--- src/rtl/pc_fetch_unit.sv ---
// Instruction-fetch stage: PC register, req/ack instruction-memory port, valid/ready decode port.
// Optional feature macro: MISALIGN_TRAP_EN (misaligned redirect traps into a sticky FAULT state).
module pc_fetch_unit #(
    parameter logic [31:0] RESET_PC = 32'h0000_0000
) (
    input  logic        clk,
    input  logic        rst,
    input  logic        redirect_valid,
    input  logic [31:0] redirect_target,
    output logic        imem_req,
    output logic [31:0] imem_addr,
    input  logic        imem_ack,
    input  logic [31:0] imem_rdata,
    output logic [31:0] instr,
    output logic [31:0] instr_pc,
    output logic [31:0] instr_pc_plus4,
    output logic        instr_valid,
    input  logic        instr_ready,
    output logic        fetch_fault
);

`ifdef MISALIGN_TRAP_EN
    typedef enum logic [1:0] {S_IDLE, S_REQ, S_HOLD, S_FAULT} state_t;
`else
    typedef enum logic [1:0] {S_IDLE, S_REQ, S_HOLD} state_t;
`endif

    state_t      state;
    logic [31:0] pc;
    logic        discard;
    logic [31:0] target;
    logic        redirect_take;

`ifdef MISALIGN_TRAP_EN
    logic redirect_trap;
    logic fault_q;

    assign target        = redirect_target;
    assign redirect_trap = redirect_valid & (|redirect_target[1:0]);
    assign redirect_take = redirect_valid & ~redirect_trap;
    assign fetch_fault   = fault_q;
`else
    // Low target bits are ignored, so redirects always land on a word boundary.
    logic unused_target_lsbs;

    assign unused_target_lsbs = ^redirect_target[1:0];
    assign target             = {redirect_target[31:2], 2'b00};
    assign redirect_take      = redirect_valid;
    assign fetch_fault        = 1'b0;
`endif

    assign instr_pc_plus4 = instr_pc + 32'd4;

    // NOTE: all state here is updated with non-blocking assignments so every
    // branch reads the pre-edge values of pc, imem_addr and discard.
    always_ff @(posedge clk or posedge rst) begin
        if (rst) begin
            state       <= S_IDLE;
            pc          <= RESET_PC;
            imem_req    <= 1'b0;
            imem_addr   <= 32'h0;
            instr       <= 32'h0;
            instr_pc    <= 32'h0;
            instr_valid <= 1'b0;
            discard     <= 1'b0;
`ifdef MISALIGN_TRAP_EN
            fault_q     <= 1'b0;
`endif
        end else begin
`ifdef MISALIGN_TRAP_EN
            // A request already on the bus keeps imem_req high until its ack comes back.
            if (redirect_trap && state != S_FAULT) begin
                state       <= S_FAULT;
                fault_q     <= 1'b1;
                instr_valid <= 1'b0;
                discard     <= 1'b0;
                if (!(state == S_REQ && !imem_ack))
                    imem_req <= 1'b0;
            end else
`endif
            case (state)
                S_IDLE: begin
                    state    <= S_REQ;
                    imem_req <= 1'b1;
                    if (redirect_take) begin
                        pc        <= target;
                        imem_addr <= target;
                    end else begin
                        imem_addr <= pc;
                    end
                end
                S_REQ: begin
                    if (imem_ack) begin
                        if (redirect_take) begin
                            pc        <= target;
                            imem_addr <= target;
                            discard   <= 1'b0;
                        end else if (discard) begin
                            imem_addr <= pc;
                            discard   <= 1'b0;
                        end else begin
                            instr       <= imem_rdata;
                            instr_pc    <= imem_addr;
                            instr_valid <= 1'b1;
                            pc          <= imem_addr + 32'd4;
                            imem_req    <= 1'b0;
                            state       <= S_HOLD;
                        end
                    end else if (redirect_take) begin
                        // The old address stays on the bus; its data is dropped on ack.
                        pc      <= target;
                        discard <= 1'b1;
                    end
                end
                S_HOLD: begin
                    if (redirect_take) begin
                        instr_valid <= 1'b0;
                        pc          <= target;
                        imem_addr   <= target;
                        imem_req    <= 1'b1;
                        state       <= S_REQ;
                    end else if (instr_ready) begin
                        instr_valid <= 1'b0;
                        imem_addr   <= pc;
                        imem_req    <= 1'b1;
                        state       <= S_REQ;
                    end
                end
`ifdef MISALIGN_TRAP_EN
                S_FAULT: begin
                    if (imem_ack)
                        imem_req <= 1'b0;
                end
`endif
                default: state <= S_IDLE;
            endcase
        end
    end

endmodule
--- config.mk ---
export PLATFORM = sky130hd
export DESIGN_NAME = pc_fetch_unit
export DESIGN_NICKNAME = d
export VERILOG_FILES = /design/src/rtl/pc_fetch_unit.sv
export SDC_FILE = /design/constraint.sdc
export NUM_CORES = 1
export LEC_CHECK = 0
export BUFFER_PORTS_ARGS = -buffer_cell sky130_fd_sc_hd__buf_4
export CORE_UTILIZATION = 30
export DETAILED_ROUTE_END_ITERATION = 7
export PLACE_DENSITY = 0.58
export SYNTH_ARGS = -nofsm -noshare
export SYNTH_HDL_FRONTEND = slang
export SYNTH_SLANG_ARGS = --single-unit
export TNS_END_PERCENT = 10
--- constraint.sdc ---
create_clock -name clk -period 7.85 [get_ports clk]
set_clock_uncertainty 0.15 [all_clocks]
set_input_delay 1.1775 -clock clk [delete_from_list [all_inputs] [get_ports clk]]
set_output_delay 1.1775 -clock clk [all_outputs]
set_load 0.02 [all_outputs]
# ---- Word-level counts from Yosys, hierarchy flattened
# Cells that the tools add are included.
dict set report classes {
  mux 31
  n_bitwise 2
  add_sub_neg 2
  reduce_logical 13
  eq_ne 8
}
# op count
set ops {}
lappend ops {{2-to-1 mux 32 bit} 9}
lappend ops {{case mux 32 bit (3 select lines)} 1}
lappend ops {{adder 32 x 3 -> 32 bit (second input constant)} 2}
lappend ops {{case mux 32 bit (2 select lines)} 1}
lappend ops {{2-to-1 mux 1 bit} 12}
lappend ops {{AND reduction 4 bit} 3}
lappend ops {{2-to-1 mux 2 bit} 5}
lappend ops {{AND reduction 5 bit} 2}
lappend ops {{inequality test 2 bit (second input constant)} 3}
lappend ops {{inequality test 3 bit (second input constant)} 2}
lappend ops {{case mux 2 bit (3 select lines)} 1}
lappend ops {{nonzero test 2 bit} 3}
lappend ops {{inequality test 4 bit (second input constant)} 1}
lappend ops {{AND reduction 2 bit} 2}
lappend ops {{case mux 1 bit (3 select lines)} 1}
lappend ops {{nonzero test 3 bit} 1}
lappend ops {{equality test 2 x 1 -> 1 bit (second input constant)} 1}
lappend ops {{equality test 2 bit (second input constant)} 1}
lappend ops {{zero test 2 bit} 1}
lappend ops {{inverter 1 bit} 2}
lappend ops {{case mux 1 bit (2 select lines)} 1}
lappend ops {{OR reduction 2 bit} 1}
dict set report word_totals {
  reg_bits 133
  input_bits 69
  out_inout_bits 131
}

# ---- Depth between registers and ports, before layout
dict set report logic_depth {
  word_depth 5
  depth_mapped 7
  ltp_nobuf 6
}

# ---- Least setup slack after synthesis
# OpenSTA, ideal clock, no wires.
dict set report synth_timing {
  kind {reg2out}
  from {register instr_pc[3]}
  to {output port instr_pc_plus4[20]}
  stages_incl_launch_ff 6
  required_ns 6.523
  setup_slack_ns 4.709
  arrival_time_ns 1.814
  path_cell_list {dfrtp_1 ha_1 inv_1 nor3_1 nand4_1 xnor2_1}
}
dict set report synth_between {
  elab_chain_cells 1
}
# item line
set synth_rtl {}
lappend synth_rtl {{from (decl)} 15} ;# output logic [31:0] instr_pc,
lappend synth_rtl {{from (signal assigned)} 103} ;# instr_pc <= imem_addr;
lappend synth_rtl {{adder 32 x 3 -> 32 bit} 52} ;# assign instr_pc_plus4 = instr_pc + 32'd4;
lappend synth_rtl {{to (decl)} 16} ;# output logic [31:0] instr_pc_plus4,
# Every way passes these cells.

# ---- Final worst setup path
dict set report layout_timing {
  from {register instr_pc[2]}
  to {output port instr_pc_plus4[22]}
}
# Same word-level chain as after synthesis.

==> results.yml <==
routing:
  drc: 0
  drt-initial-drc-count: 273
  drt-total-wl_um: 18800
  antenna_left: 0
  firstDrtPassIters: 5
  vias: 5720
  avgViaCountPerCell: 4.82
  avgRoutedWirePerCell_um: 15.8
critical_path:
  r2r-start: "state[0]"
  crit_path_max_fanout: 6
  arrival_ns: 2.42
  critPathLaunchType: "flop"
  cp.required_ns: 6.52
  startpoint: "instr_pc[2]"
  endpoint_kind: "output port"
  crit_type: "reg2out"
yosys:
  ys_warn_count: 0
  ys.flop_type: "dfrtp_1"
  synth_top_area_share_pct: 50.8
  synth_cell_types: 45
  synthesis.area_per_instance_um2: 9.05
  seq_area_frac_synth_pct: 50.8
  synth-async-reset-ratio_pct: 100
  synth-edff-count: 0
  yosys-top-cells-area: "dfrtp_1 51%, nand2_1 12%, mux2i_1 4.6%"
  syn_area_um2: 6550
  synth_seq_cells: 133
  synth_fp_nets: 794
  yosysTopAreaCell: "dfrtp_1"
  synth_cells: 723
cells_and_area:
  drive_above_1_share_pct: 26.8
  num-fill-cells: 2126
  multi_input_area_um2: 2990
  final_cells: 1186
  layout.nets: 968
  area_growth_syn_to_layout_pct: 35.9
  regArea_um2: 3330
placed_design:
  io_buffers: 196
  dpl.hpwl_um: 12300
  numPlacedInstances: 1153
  gp_congestion: 0.798
timing:
  fin_hold_ws_ns: 0.330
  worstMarginPinSlew_ns: 0.993
  setup_viol: 0
  fmax_mhz: 267
  final.period_utilization_pct: 47.7
  slew_headroom_pct: 33.6
  hold_viol_final: 0
  slew_viol_final: 0
  setup_tns_ns: 0
  rsz0062_at_grt: "no"
  layout_min_cycle_time_ns: 3.75
cts:
  clk_pin_slew_ns: 0.06
  cts_sinks: 133
  clock_latency_ns: 0.43
  cts_root_buf: "clkbuf_16"
  clockBufferDepth: 2
  holdBufCountCts: 0
  cts_buffers: 17
  cts_resized: 0
  cts_setup_buffers: 0
  cts_tree: "done"
  htreeDepth: 4
die:
  die_h_um: 150
  start_util_pct: 30.8
  ios: 200
  die_area_um2: 22400
  fp.dieW_um: 150
  num_rows: 53
  core_um2: 21200
global_route:
  grt.total_usage_pct: 17.2
  grt_pass1_wl_um: 29300
  grt_pass1_vias: 5293
  overflow: 0
  antenna_found_initial: 1
  grt_max_degree: 77
pwr:
  p_leak_nw: 4.22
  max-vdd-ir-drop_uv: 192
  power_density_nw_per_um2: 443
  fin_total_pwr_mw: 3.94
run_status:
  outcome: "finished clean"
worst_hold_path:
  hold_path_class: "reg2reg"
  hold_start: "instr[6]"
job:
  cap_violations: 0
## critical path, cell delays in order, from the launching register on
cell and delay (ns):
dfrtp_1 0.42, ha_1 0.24, inv_1 0.10, nor3_1 0.68
nand3_1 0.21, xnor2_1 0.19, buf_4 0.16
## state kept, by name, indices dropped and copies added, names as in the netlist
register	cells
instr	32
imem_req	1
state	2
imem_addr	32
discard	1
pc	32
instr_pc	32
instr_valid	1
## routing by layer
metal | vias to the layer above | track usage [%] | routed length, um
li1 | 2822 | - | -
met1 | 2717 | 23.5 | 8800
met2 | 166 | 25.6 | 8410
met3 | 15 | 6.01 | 1400
met4 | 0 | 4.55 | 136
met5 | - | 0 | 0
## cell usage after synthesis (2+ instances only)
cell type  instances
nand4_1           14
nor2_1            45
o22ai_1           25
a32oi_1            2
clkbuf_1          24
ha_1               2
o21ai_1            4
mux2i_1           30
and2_1             4
nand3_1           25
or2_2              2
a22oi_1            8
inv_1             10
nand2_1          205
dfrtp_1          133
a31oi_1            5
and3_1            10
nand4_2            2
a21oi_2            2
buf_2             15
a21oi_1           52
o21ai_0           15
xor2_1            24
and4_1             9
nor3_1             5
buf_4              4
xnor2_1           29
## layout make-up
class,count,area share (%)
multi-input combinational,535,33.6
antenna,1,0.0281
clock inverter,11,2.49
tap,275,3.87
timing repair buffer,199,16.8
sequential,133,37.4
clock buffer,21,5.29
inverter,11,0.520
## power breakdown
group	leakage (nW)	total [mW]	switching, mW	internal, mW
Clock	0.330	0.937	0.314	0.623
Combinational	2.32	1.65	0.939	0.709
Sequential	1.57	1.36	0.374	0.981
## logic make-up (layout without fill, tap and decap cells)
family / count (synthesis) / in the layout / synth area share (%)
buffers and inverters: 55 / 242 / 3.78
XOR/XNOR: 53 / 53 / 7.09
flip-flops: 133 / 133 / 50.8
multiplexers: 30 / 30 / 4.59
AND/OR/NAND/NOR: 327 / 327 / 22.1
other: 1 / 2 / 0.0573
adder cells (fa/ha/maj): 2 / 2 / 0.382
AO/OA/AOI/OAI: 122 / 122 / 11.2
## metrics by stage
| step | instance area, um2 | util [%] | setup slack (ns) |
|---|---|---|---|
| 6_report | 8900 | 41.9 | 4.10 |
| 5_1_grt | 8900 | 41.9 | 3.83 |
| 4_1_cts | 8900 | 41.9 | 4.04 |
| 3_5_place_dp | 8200 | 38.7 | 4.12 |
| 3_3_place_gp | 8200 | 38.7 | 4.14 |
| 2_1_floorplan | 6550 | - | 2.97 |
## worst paths after layout
check                                     end  slack (ns)  cells after the start
max                        instr_pc_plus4[22]        4.10                      6
min                                  instr[6]        0.33                      2
max reg2reg                             pc[9]        4.75                      5
min reg2reg                          instr[6]        0.33                      2
max in group asynchronous              pc[30]        5.50                      3
min in group asynchronous        instr_pc[11]        0.67                      2
## placed cells by master (no fill, tap or decap), types with 2 or more instances in the layout
master and n:
o21ai_0 15, nand3_1 24, nor2_1 45, or2_2 2, and4_1 9, buf_4 199, o21ai_1 4, o22ai_1 25
mux2i_1 30, clkinvlp_4 2, nand2_1 205, a21oi_1 52, xor2_1 24, and3_1 9, xnor2_1 29, dfrtp_1 133
bufinv_16 6, nand4_1 14, nor3_1 5, clkinv_4 3, ha_1 2, clkbuf_16 17, inv_1 9, a31oi_1 5
a32oi_1 2, and2_1 4, nand4_2 2, a22oi_1 8, clkbuf_8 3
Note: power is estimated with default switching activity, not from simulation.
